<file path="config.mk">
export PLATFORM = sky130hd
export DESIGN_NAME = spi_pad_arbiter_flat
export DESIGN_NICKNAME = d
export VERILOG_FILES = /design/src/rtl/spi_pad_pkg.sv /design/src/rtl/spi_pad_arbiter_if.sv /design/src/rtl/spi_pad_mux.sv /design/src/rtl/spi_pad_arbiter.sv /design/src/flat_wrapper.sv
export SDC_FILE = /design/constraint.sdc
export NUM_CORES = 1
export LEC_CHECK = 0
export ABC_AREA = 1
export BUFFER_PORTS_ARGS = -buffer_cell sky130_fd_sc_hd__buf_4
export CAP_MARGIN = 20
export CORE_UTILIZATION = 45
export CTS_BUF_LIST = sky130_fd_sc_hd__clkbuf_8
export CTS_CLUSTER_SIZE = 12
export DETAILED_ROUTE_END_ITERATION = 6
export GPL_ROUTABILITY_DRIVEN = 0
export MAX_ROUTING_LAYER = met4
export PLACE_DENSITY = 0.69
export SYNTH_ARGS = -nofsm -noshare
export SYNTH_HDL_FRONTEND = slang
export SYNTH_SLANG_ARGS = --single-unit
export TNS_END_PERCENT = 30
</file>
<file path="constraint.sdc">
create_clock -name aclk -period 2.6 [get_ports aclk]
set_input_delay 0 -clock aclk [delete_from_list [all_inputs] [get_ports aclk]]
set_output_delay 0 -clock aclk [all_outputs]
set_load 0.02 [all_outputs]
</file>
<file path="src/rtl/spi_pad_pkg.sv">
// Shared types and constants for the SPI pad arbiter: FSM encoding, dq lane
// indices, owner encoding and the round-robin pick helper.
package spi_pad_pkg;

  typedef enum logic [1:0] {
    ST_IDLE  = 2'd0,
    ST_GRANT = 2'd1,
    ST_GUARD = 2'd2
  } state_e;

  localparam int DQ_SDI  = 0;
  localparam int DQ_SDO  = 1;
  localparam int DQ_WPN  = 2;
  localparam int DQ_HOLD = 3;

  localparam logic [1:0] OWNER_NONE = 2'b00;
  localparam logic [1:0] OWNER_M0   = 2'b10;
  localparam logic [1:0] OWNER_M1   = 2'b11;

  // On contention the master that did not own the pads last wins.
  function automatic logic arb_pick(input logic req0, input logic req1, input logic last_id);
    if (req0 && req1) return ~last_id;
    return req1;
  endfunction

  function automatic logic [1:0] owner_code(input logic valid, input logic id);
    if (!valid) return OWNER_NONE;
    return id ? OWNER_M1 : OWNER_M0;
  endfunction

endpackage

</file>
<file path="src/rtl/spi_pad_arbiter_if.sv">
// Engine-side bundle of the pad arbiter: request/grant handshake plus the
// pad-facing signals of both SPI engines.
interface spi_pad_arbiter_if;
  logic       m0_req;
  logic       m0_gnt;
  logic       m0_sck;
  logic       m0_csn;
  logic [3:0] m0_dq_en;
  logic [3:0] m0_dq_o;
  logic       m1_req;
  logic       m1_gnt;
  logic       m1_sck;
  logic       m1_csn;
  logic [3:0] m1_dq_en;
  logic [3:0] m1_dq_o;
  logic [3:0] m_dq_i;

  modport slave (
    input  m0_req, m0_sck, m0_csn, m0_dq_en, m0_dq_o,
    input  m1_req, m1_sck, m1_csn, m1_dq_en, m1_dq_o,
    output m0_gnt, m1_gnt, m_dq_i
  );

  modport master (
    output m0_req, m0_sck, m0_csn, m0_dq_en, m0_dq_o,
    output m1_req, m1_sck, m1_csn, m1_dq_en, m1_dq_o,
    input  m0_gnt, m1_gnt, m_dq_i
  );
endinterface

</file>
<file path="src/rtl/spi_pad_mux.sv">
// Combinational pad multiplexer: passes the owning engine straight through,
// otherwise holds the pads parked (CS high, clock idle, data undriven).
module spi_pad_mux #(
  parameter bit SCK_IDLE = 1'b0
) (
  input  logic       own_valid,
  input  logic       own_id,
  input  logic       m0_sck,
  input  logic       m0_csn,
  input  logic [3:0] m0_dq_en,
  input  logic [3:0] m0_dq_o,
  input  logic       m1_sck,
  input  logic       m1_csn,
  input  logic [3:0] m1_dq_en,
  input  logic [3:0] m1_dq_o,
  output logic       pad_sck,
  output logic       pad_csn_o,
  output logic [3:0] pad_dq_en,
  output logic [3:0] pad_dq_o
);

  always_comb begin
    // NOTE: every output gets a default first so no path leaves it unassigned, which would infer a latch.
    pad_sck   = SCK_IDLE;
    pad_csn_o = 1'b1;
    pad_dq_en = 4'b0000;
    pad_dq_o  = 4'b0000;
    if (own_valid) begin
      if (own_id) begin
        pad_sck   = m1_sck;
        pad_csn_o = m1_csn;
        pad_dq_en = m1_dq_en;
        pad_dq_o  = m1_dq_o;
      end else begin
        pad_sck   = m0_sck;
        pad_csn_o = m0_csn;
        pad_dq_en = m0_dq_en;
        pad_dq_o  = m0_dq_o;
      end
    end
  end

endmodule

</file>
<file path="src/rtl/spi_pad_arbiter.sv">
// Round-robin owner of the shared SPI/QSPI pad set with a parked guard
// interval on every handover, plus sticky protocol-error and starvation flags.
module spi_pad_arbiter
  import spi_pad_pkg::*;
#(
  parameter int GUARD_CYC  = 2,
  parameter bit SCK_IDLE   = 1'b0,
  parameter int STARVE_CYC = 256
) (
  input  logic                  aclk,
  input  logic                  areset,
  spi_pad_arbiter_if.slave      eng,
  output logic                  pad_sck,
  output logic                  pad_csn_en,
  output logic                  pad_csn_o,
  output logic [3:0]            pad_dq_en,
  output logic [3:0]            pad_dq_o,
  input  logic [3:0]            pad_dq_i,
  output logic [1:0]            owner,
  output logic                  err_flag,
  output logic                  starve_flag,
  input  logic                  flag_clr
);

  localparam logic [3:0]  GUARD_INIT = 4'(GUARD_CYC - 1);
  localparam logic [15:0] STARVE_MAX = 16'(STARVE_CYC);

  state_e      state_q, state_d;
  logic        own_id_q, own_id_d;
  logic        last_id_q, last_id_d;
  logic        rel_pend_q, rel_pend_d;
  logic [3:0]  guard_cnt_q, guard_cnt_d;
  logic [15:0] starve_cnt_q, starve_cnt_d;
  logic        err_q, err_d;
  logic        starve_q, starve_d;
  logic        m0_gnt_q, m0_gnt_d;
  logic        m1_gnt_q, m1_gnt_d;
  logic [1:0]  owner_q, owner_d;

  logic own_req, own_csn, waiter_req, any_req, win_id;
  logic err_set, grant_waiter;

  always_comb begin
    own_req    = own_id_q ? eng.m1_req : eng.m0_req;
    own_csn    = own_id_q ? eng.m1_csn : eng.m0_csn;
    waiter_req = own_id_q ? eng.m0_req : eng.m1_req;
    any_req    = eng.m0_req | eng.m1_req;
    win_id     = arb_pick(eng.m0_req, eng.m1_req, last_id_q);

    state_d      = state_q;
    own_id_d     = own_id_q;
    last_id_d    = last_id_q;
    rel_pend_d   = rel_pend_q;
    guard_cnt_d  = guard_cnt_q;
    err_set      = 1'b0;
    grant_waiter = 1'b0;

    unique case (state_q)
      ST_IDLE: begin
        if (any_req) begin
          state_d  = ST_GRANT;
          own_id_d = win_id;
        end
      end
      ST_GRANT: begin
        // A dropped request stays pending until CS is seen high, even if req returns.
        if ((rel_pend_q || !own_req) && own_csn) begin
          state_d     = ST_GUARD;
          last_id_d   = own_id_q;
          guard_cnt_d = GUARD_INIT;
          rel_pend_d  = 1'b0;
        end else if (!own_req) begin
          rel_pend_d = 1'b1;
          err_set    = 1'b1;
        end
      end
      ST_GUARD: begin
        if (guard_cnt_q == 4'd0) begin
          if (any_req) begin
            state_d      = ST_GRANT;
            own_id_d     = win_id;
            grant_waiter = (win_id != own_id_q);
          end else begin
            state_d = ST_IDLE;
          end
        end else begin
          guard_cnt_d = guard_cnt_q - 4'd1;
        end
      end
      default: state_d = ST_IDLE;
    endcase

    // The waiter is always the master that does not hold (or did not last hold) the pads.
    if (state_q == ST_IDLE || !waiter_req || grant_waiter) begin
      starve_cnt_d = 16'd0;
    end else if (starve_cnt_q != STARVE_MAX) begin
      starve_cnt_d = starve_cnt_q + 16'd1;
    end else begin
      starve_cnt_d = starve_cnt_q;
    end

    err_d    = err_set | (err_q & ~flag_clr);
    starve_d = (starve_cnt_d == STARVE_MAX) | (starve_q & ~flag_clr);

    m0_gnt_d = (state_d == ST_GRANT) && !own_id_d;
    m1_gnt_d = (state_d == ST_GRANT) &&  own_id_d;
    owner_d  = owner_code(state_d == ST_GRANT, own_id_d);
  end

  // NOTE: state registers use non-blocking assignments so every flop samples pre-edge values.
  always_ff @(posedge aclk) begin
    if (areset) begin
      state_q      <= ST_IDLE;
      own_id_q     <= 1'b1;
      last_id_q    <= 1'b1;
      rel_pend_q   <= 1'b0;
      guard_cnt_q  <= 4'd0;
      starve_cnt_q <= 16'd0;
      err_q        <= 1'b0;
      starve_q     <= 1'b0;
      m0_gnt_q     <= 1'b0;
      m1_gnt_q     <= 1'b0;
      owner_q      <= OWNER_NONE;
    end else begin
      state_q      <= state_d;
      own_id_q     <= own_id_d;
      last_id_q    <= last_id_d;
      rel_pend_q   <= rel_pend_d;
      guard_cnt_q  <= guard_cnt_d;
      starve_cnt_q <= starve_cnt_d;
      err_q        <= err_d;
      starve_q     <= starve_d;
      m0_gnt_q     <= m0_gnt_d;
      m1_gnt_q     <= m1_gnt_d;
      owner_q      <= owner_d;
    end
  end

  spi_pad_mux #(.SCK_IDLE(SCK_IDLE)) u_mux (
    .own_valid (state_q == ST_GRANT),
    .own_id    (own_id_q),
    .m0_sck    (eng.m0_sck),
    .m0_csn    (eng.m0_csn),
    .m0_dq_en  (eng.m0_dq_en),
    .m0_dq_o   (eng.m0_dq_o),
    .m1_sck    (eng.m1_sck),
    .m1_csn    (eng.m1_csn),
    .m1_dq_en  (eng.m1_dq_en),
    .m1_dq_o   (eng.m1_dq_o),
    .pad_sck   (pad_sck),
    .pad_csn_o (pad_csn_o),
    .pad_dq_en (pad_dq_en),
    .pad_dq_o  (pad_dq_o)
  );

  assign pad_csn_en  = 1'b1;
  assign eng.m_dq_i  = pad_dq_i;
  assign eng.m0_gnt  = m0_gnt_q;
  assign eng.m1_gnt  = m1_gnt_q;
  assign owner       = owner_q;
  assign err_flag    = err_q;
  assign starve_flag = starve_q;

endmodule

</file>
<file path="src/flat_wrapper.sv">
// flat-port wrapper written by rule: the top's interface ports become plain ports
module spi_pad_arbiter_flat import spi_pad_pkg::*;
#(
  parameter int GUARD_CYC  = 2,
  parameter bit SCK_IDLE   = 1'b0,
  parameter int STARVE_CYC = 256
)
  (aclk, areset, pad_sck, pad_csn_en, pad_csn_o, pad_dq_en, pad_dq_o, pad_dq_i, owner, err_flag, starve_flag, flag_clr, eng_m0_req, eng_m0_sck, eng_m0_csn, eng_m0_dq_en, eng_m0_dq_o, eng_m1_req, eng_m1_sck, eng_m1_csn, eng_m1_dq_en, eng_m1_dq_o, eng_m0_gnt, eng_m1_gnt, eng_m_dq_i);
  spi_pad_arbiter_if eng_i ();
  input  logic aclk;
  input  logic areset;
  output logic pad_sck;
  output logic pad_csn_en;
  output logic pad_csn_o;
  output logic [3:0] pad_dq_en;
  output logic [3:0] pad_dq_o;
  input  logic [3:0] pad_dq_i;
  output logic [1:0] owner;
  output logic err_flag;
  output logic starve_flag;
  input  logic flag_clr;
  input wire logic [$bits(eng_i.m0_req)-1:0] eng_m0_req;
  input wire logic [$bits(eng_i.m0_sck)-1:0] eng_m0_sck;
  input wire logic [$bits(eng_i.m0_csn)-1:0] eng_m0_csn;
  input wire logic [$bits(eng_i.m0_dq_en)-1:0] eng_m0_dq_en;
  input wire logic [$bits(eng_i.m0_dq_o)-1:0] eng_m0_dq_o;
  input wire logic [$bits(eng_i.m1_req)-1:0] eng_m1_req;
  input wire logic [$bits(eng_i.m1_sck)-1:0] eng_m1_sck;
  input wire logic [$bits(eng_i.m1_csn)-1:0] eng_m1_csn;
  input wire logic [$bits(eng_i.m1_dq_en)-1:0] eng_m1_dq_en;
  input wire logic [$bits(eng_i.m1_dq_o)-1:0] eng_m1_dq_o;
  output wire logic [$bits(eng_i.m0_gnt)-1:0] eng_m0_gnt;
  output wire logic [$bits(eng_i.m1_gnt)-1:0] eng_m1_gnt;
  output wire logic [$bits(eng_i.m_dq_i)-1:0] eng_m_dq_i;
  assign eng_i.m0_req = eng_m0_req;
  assign eng_i.m0_sck = eng_m0_sck;
  assign eng_i.m0_csn = eng_m0_csn;
  assign eng_i.m0_dq_en = eng_m0_dq_en;
  assign eng_i.m0_dq_o = eng_m0_dq_o;
  assign eng_i.m1_req = eng_m1_req;
  assign eng_i.m1_sck = eng_m1_sck;
  assign eng_i.m1_csn = eng_m1_csn;
  assign eng_i.m1_dq_en = eng_m1_dq_en;
  assign eng_i.m1_dq_o = eng_m1_dq_o;
  assign eng_m0_gnt = eng_i.m0_gnt;
  assign eng_m1_gnt = eng_i.m1_gnt;
  assign eng_m_dq_i = eng_i.m_dq_i;
  spi_pad_arbiter #(.GUARD_CYC(GUARD_CYC), .SCK_IDLE(SCK_IDLE), .STARVE_CYC(STARVE_CYC)) u_core (.aclk(aclk), .areset(areset), .eng(eng_i), .pad_sck(pad_sck), .pad_csn_en(pad_csn_en), .pad_csn_o(pad_csn_o), .pad_dq_en(pad_dq_en), .pad_dq_o(pad_dq_o), .pad_dq_i(pad_dq_i), .owner(owner), .err_flag(err_flag), .starve_flag(starve_flag), .flag_clr(flag_clr));
endmodule
</file>
==> metrics.txt <==
status finished clean; Hold Fails Final Rpt 0; Crit path arrival time 2.02 ns; CP Launch Type flop; dpl cell area 0.00232 mm^2; Chip Height 69.4 um; n_diodes 0; Antenna Violating Nets Remaining 0; most common cell after layout, fill and taps aside nand2_1; num rows 24; Pleak 1.06 nW; H-Tree Depth 2; Buffers on Ports 40; CTS clk-pin slew, worst paths 0.07 ns; drt total wl 4690 um; Initial Utilization a little under half; clock skew 0.00546 ns; required time of the critical path around 2.8 ns; fin area 0.00243 mm^2; initial antenna violation count 0; HPWL Detailed about 3600 um; Hold Buf Count CTS 1; pin count of the biggest net entering global routing 26; Setup CP Type reg -> reg; Die ar. slightly below 0.005 mm^2; worst-skew pair later-pin latency around 0.28 ns; Post-CTS Setup Inserts 0; syn avg cell area about 6.6 um^2; post-layout min period approximately 1.8 ns; Warnings, synthesis 0; RSZ-0062 raised after global routing no; commonest non-fill, non-tap cells in the layout nand2_1, nor2_1, buf_4; wire per inst 11.7 um; GRT Util Overall 20.8%; core box area 0.00435 mm^2; #FFs+latches synth 31; PwrDens 621 mW/mm^2; area growth from synthesis to layout 18.9%; drt pass-1 iters 4; grt ovf 0; post-route setup TNS 0 ns; Vias/cell 4.95; Synth Instances 310; CP endpoint kind flop; fin crit share 71.1%; CTS tree yes; share of cells above drive strength 1 between 20% and 30%; Max Fclk 541 MHz; Max Cap Viol 0; root buffer cell clkbuf_8; Resize count post-CTS 0; vias post-DR 1976; Max Fanout on Critical Path 16; Setup violations, final 0; Seq/Total Area, Yosys 30.4%; Longest Clk Path Bufs 2; Peak supply drop ~0.46 mV; Clock Sinks 31; syn nets 347; first-pass GRT wire length 7830 um; Post-route DRC 0; vias in the first global route 1800; Post-Syn Area between 0.002 and 0.0025 mm^2; Die Wd 69.4 um; post-synth cell types 38; Hold Path Class in -> out; nets 383; cts bufs inserted 5; initial DRC count 116; Ports 50; fillers 419; max-slew violations 0
==> synth_stat cells, drive strengths merged <==
| cell | instances | area share (%) |
|---|---|---|
| o211ai | 3 | 1.1 |
| nand3 | 20 | 5.8 |
| a211oi | 1 | 0.37 |
| o21bai | 1 | 0.37 |
| nand2 | 84 | 17 |
| dfxtp | 31 | 30 |
| inv | 32 | 6.0 |
| or2 | 1 | 0.31 |
| xor2 | 5 | 2.1 |
| o21ai | 22 | 5.8 |
| a31oi | 1 | 0.31 |
| ha | 8 | 4.9 |
| nand4 | 6 | 1.8 |
| nor2 | 65 | 14 |
| nor3 | 6 | 1.7 |
| xnor2 | 1 | 0.43 |
| clkbuf | 4 | 1.2 |
| buf | 8 | 3.1 |
| a21o | 2 | 0.80 |
| conb | 1 | 0.18 |
| nand3b | 1 | 0.37 |
| a21oi | 7 | 2.1 |
==> layer usage <==
layer | vias up | global-route usage, % | wire (um)
met5 | - | - | 0
met3 | 11 | 4.36 | 215
met4 | 0 | 8.62 | 94
met1 | 880 | 26.9 | 2280
met2 | 41 | 31.7 | 2090
li1 | 1044 | - | -
==> per-stage QoR <==
step           hold slack (ns)  util (%)  power [W]  cells  worst slack [ns]
2_1_floorplan            0.113         -   0.000950    310             0.973
3_3_place_gp          0.000149      53.2    0.00110    390             0.864
3_5_place_dp          0.000149      53.2    0.00110    390             0.767
4_1_cts               0.000149      55.8    0.00151    399             0.765
5_1_grt              0.0000363      55.8    0.00159    399             0.511
6_report            0.00000882      55.8    0.00151    399             0.752
==> critical path: stages, from the launching register on <==
cell and delay, ns:
dfxtp_1 0.61, inv_2 0.22, nand3_1 0.13, nand2_1 0.07, nand2_2 0.08, nand2_4 0.08
inv_4 0.15, nand3_1 0.11, nand3_1 0.12, nor2_2 0.04, nand2_1 0.07, a21oi_2 0.05
==> where the power goes <==
| part | internal [W] | switching, W |
|---|---|---|
| Clock | 0.000237 | 0.000176 |
| Combinational | 0.000205 | 0.000334 |
| Sequential | 0.000519 | 0.0000361 |
==> final cells by class <==
class / count / area (um^2) / area share, %
timing repair buffer: 41 / 310 / 12.8
clock inverter: 1 / 3.75 / 0.155
inverter: 32 / 123 / 5.05
tap: 52 / 65.1 / 2.68
clock buffer: 7 / 96.3 / 3.97
multi-input combinational: 235 / 1210 / 49.8
sequential: 31 / 621 / 25.6
==> cell families after synthesis <==
group	after synthesis	synth area share, %
and+or+nand+nor	183	40.8
xor gates and xnor gates	6	2.57
DFF	31	30.4
other	1	0.184
AOI/OAI and AO/OA	37	10.8
buffers and inverters	44	10.4
adders and majority gates	8	4.90
==> sequential cells by signal (all words and copies together) (netlist names) <==
name and flops:
u_core.eng.m0_gnt 1, u_core.own_id_q 1, u_core.err_flag 1, u_core.rel_pend_q 1, u_core.starve_cnt_q 16, u_core.last_id_q 1, u_core.eng.m1_gnt 1, u_core.guard_cnt_q 4
u_core.owner 2, u_core.state_q 2, u_core.starve_flag 1
==> path summary, 6_finish.rpt <==
kind                                                          from                            endpoint  slack, ns  depth (start not counted)
worst max-delay path                    u_core.own_id_q$_SDFF_PP1_       u_core.starve_flag$_SDFF_PP0_       0.75                         11
worst min-delay path                                   pad_dq_i[0]                       eng_m_dq_i[0]   0.000009                          0
worst max register to register          u_core.own_id_q$_SDFF_PP1_       u_core.starve_flag$_SDFF_PP0_       0.75                         11
worst min register to register  u_core.guard_cnt_q[0]$_SDFFE_PP0P_  u_core.guard_cnt_q[0]$_SDFFE_PP0P_       0.46                          1
Power figures use the tool's default switching activity.
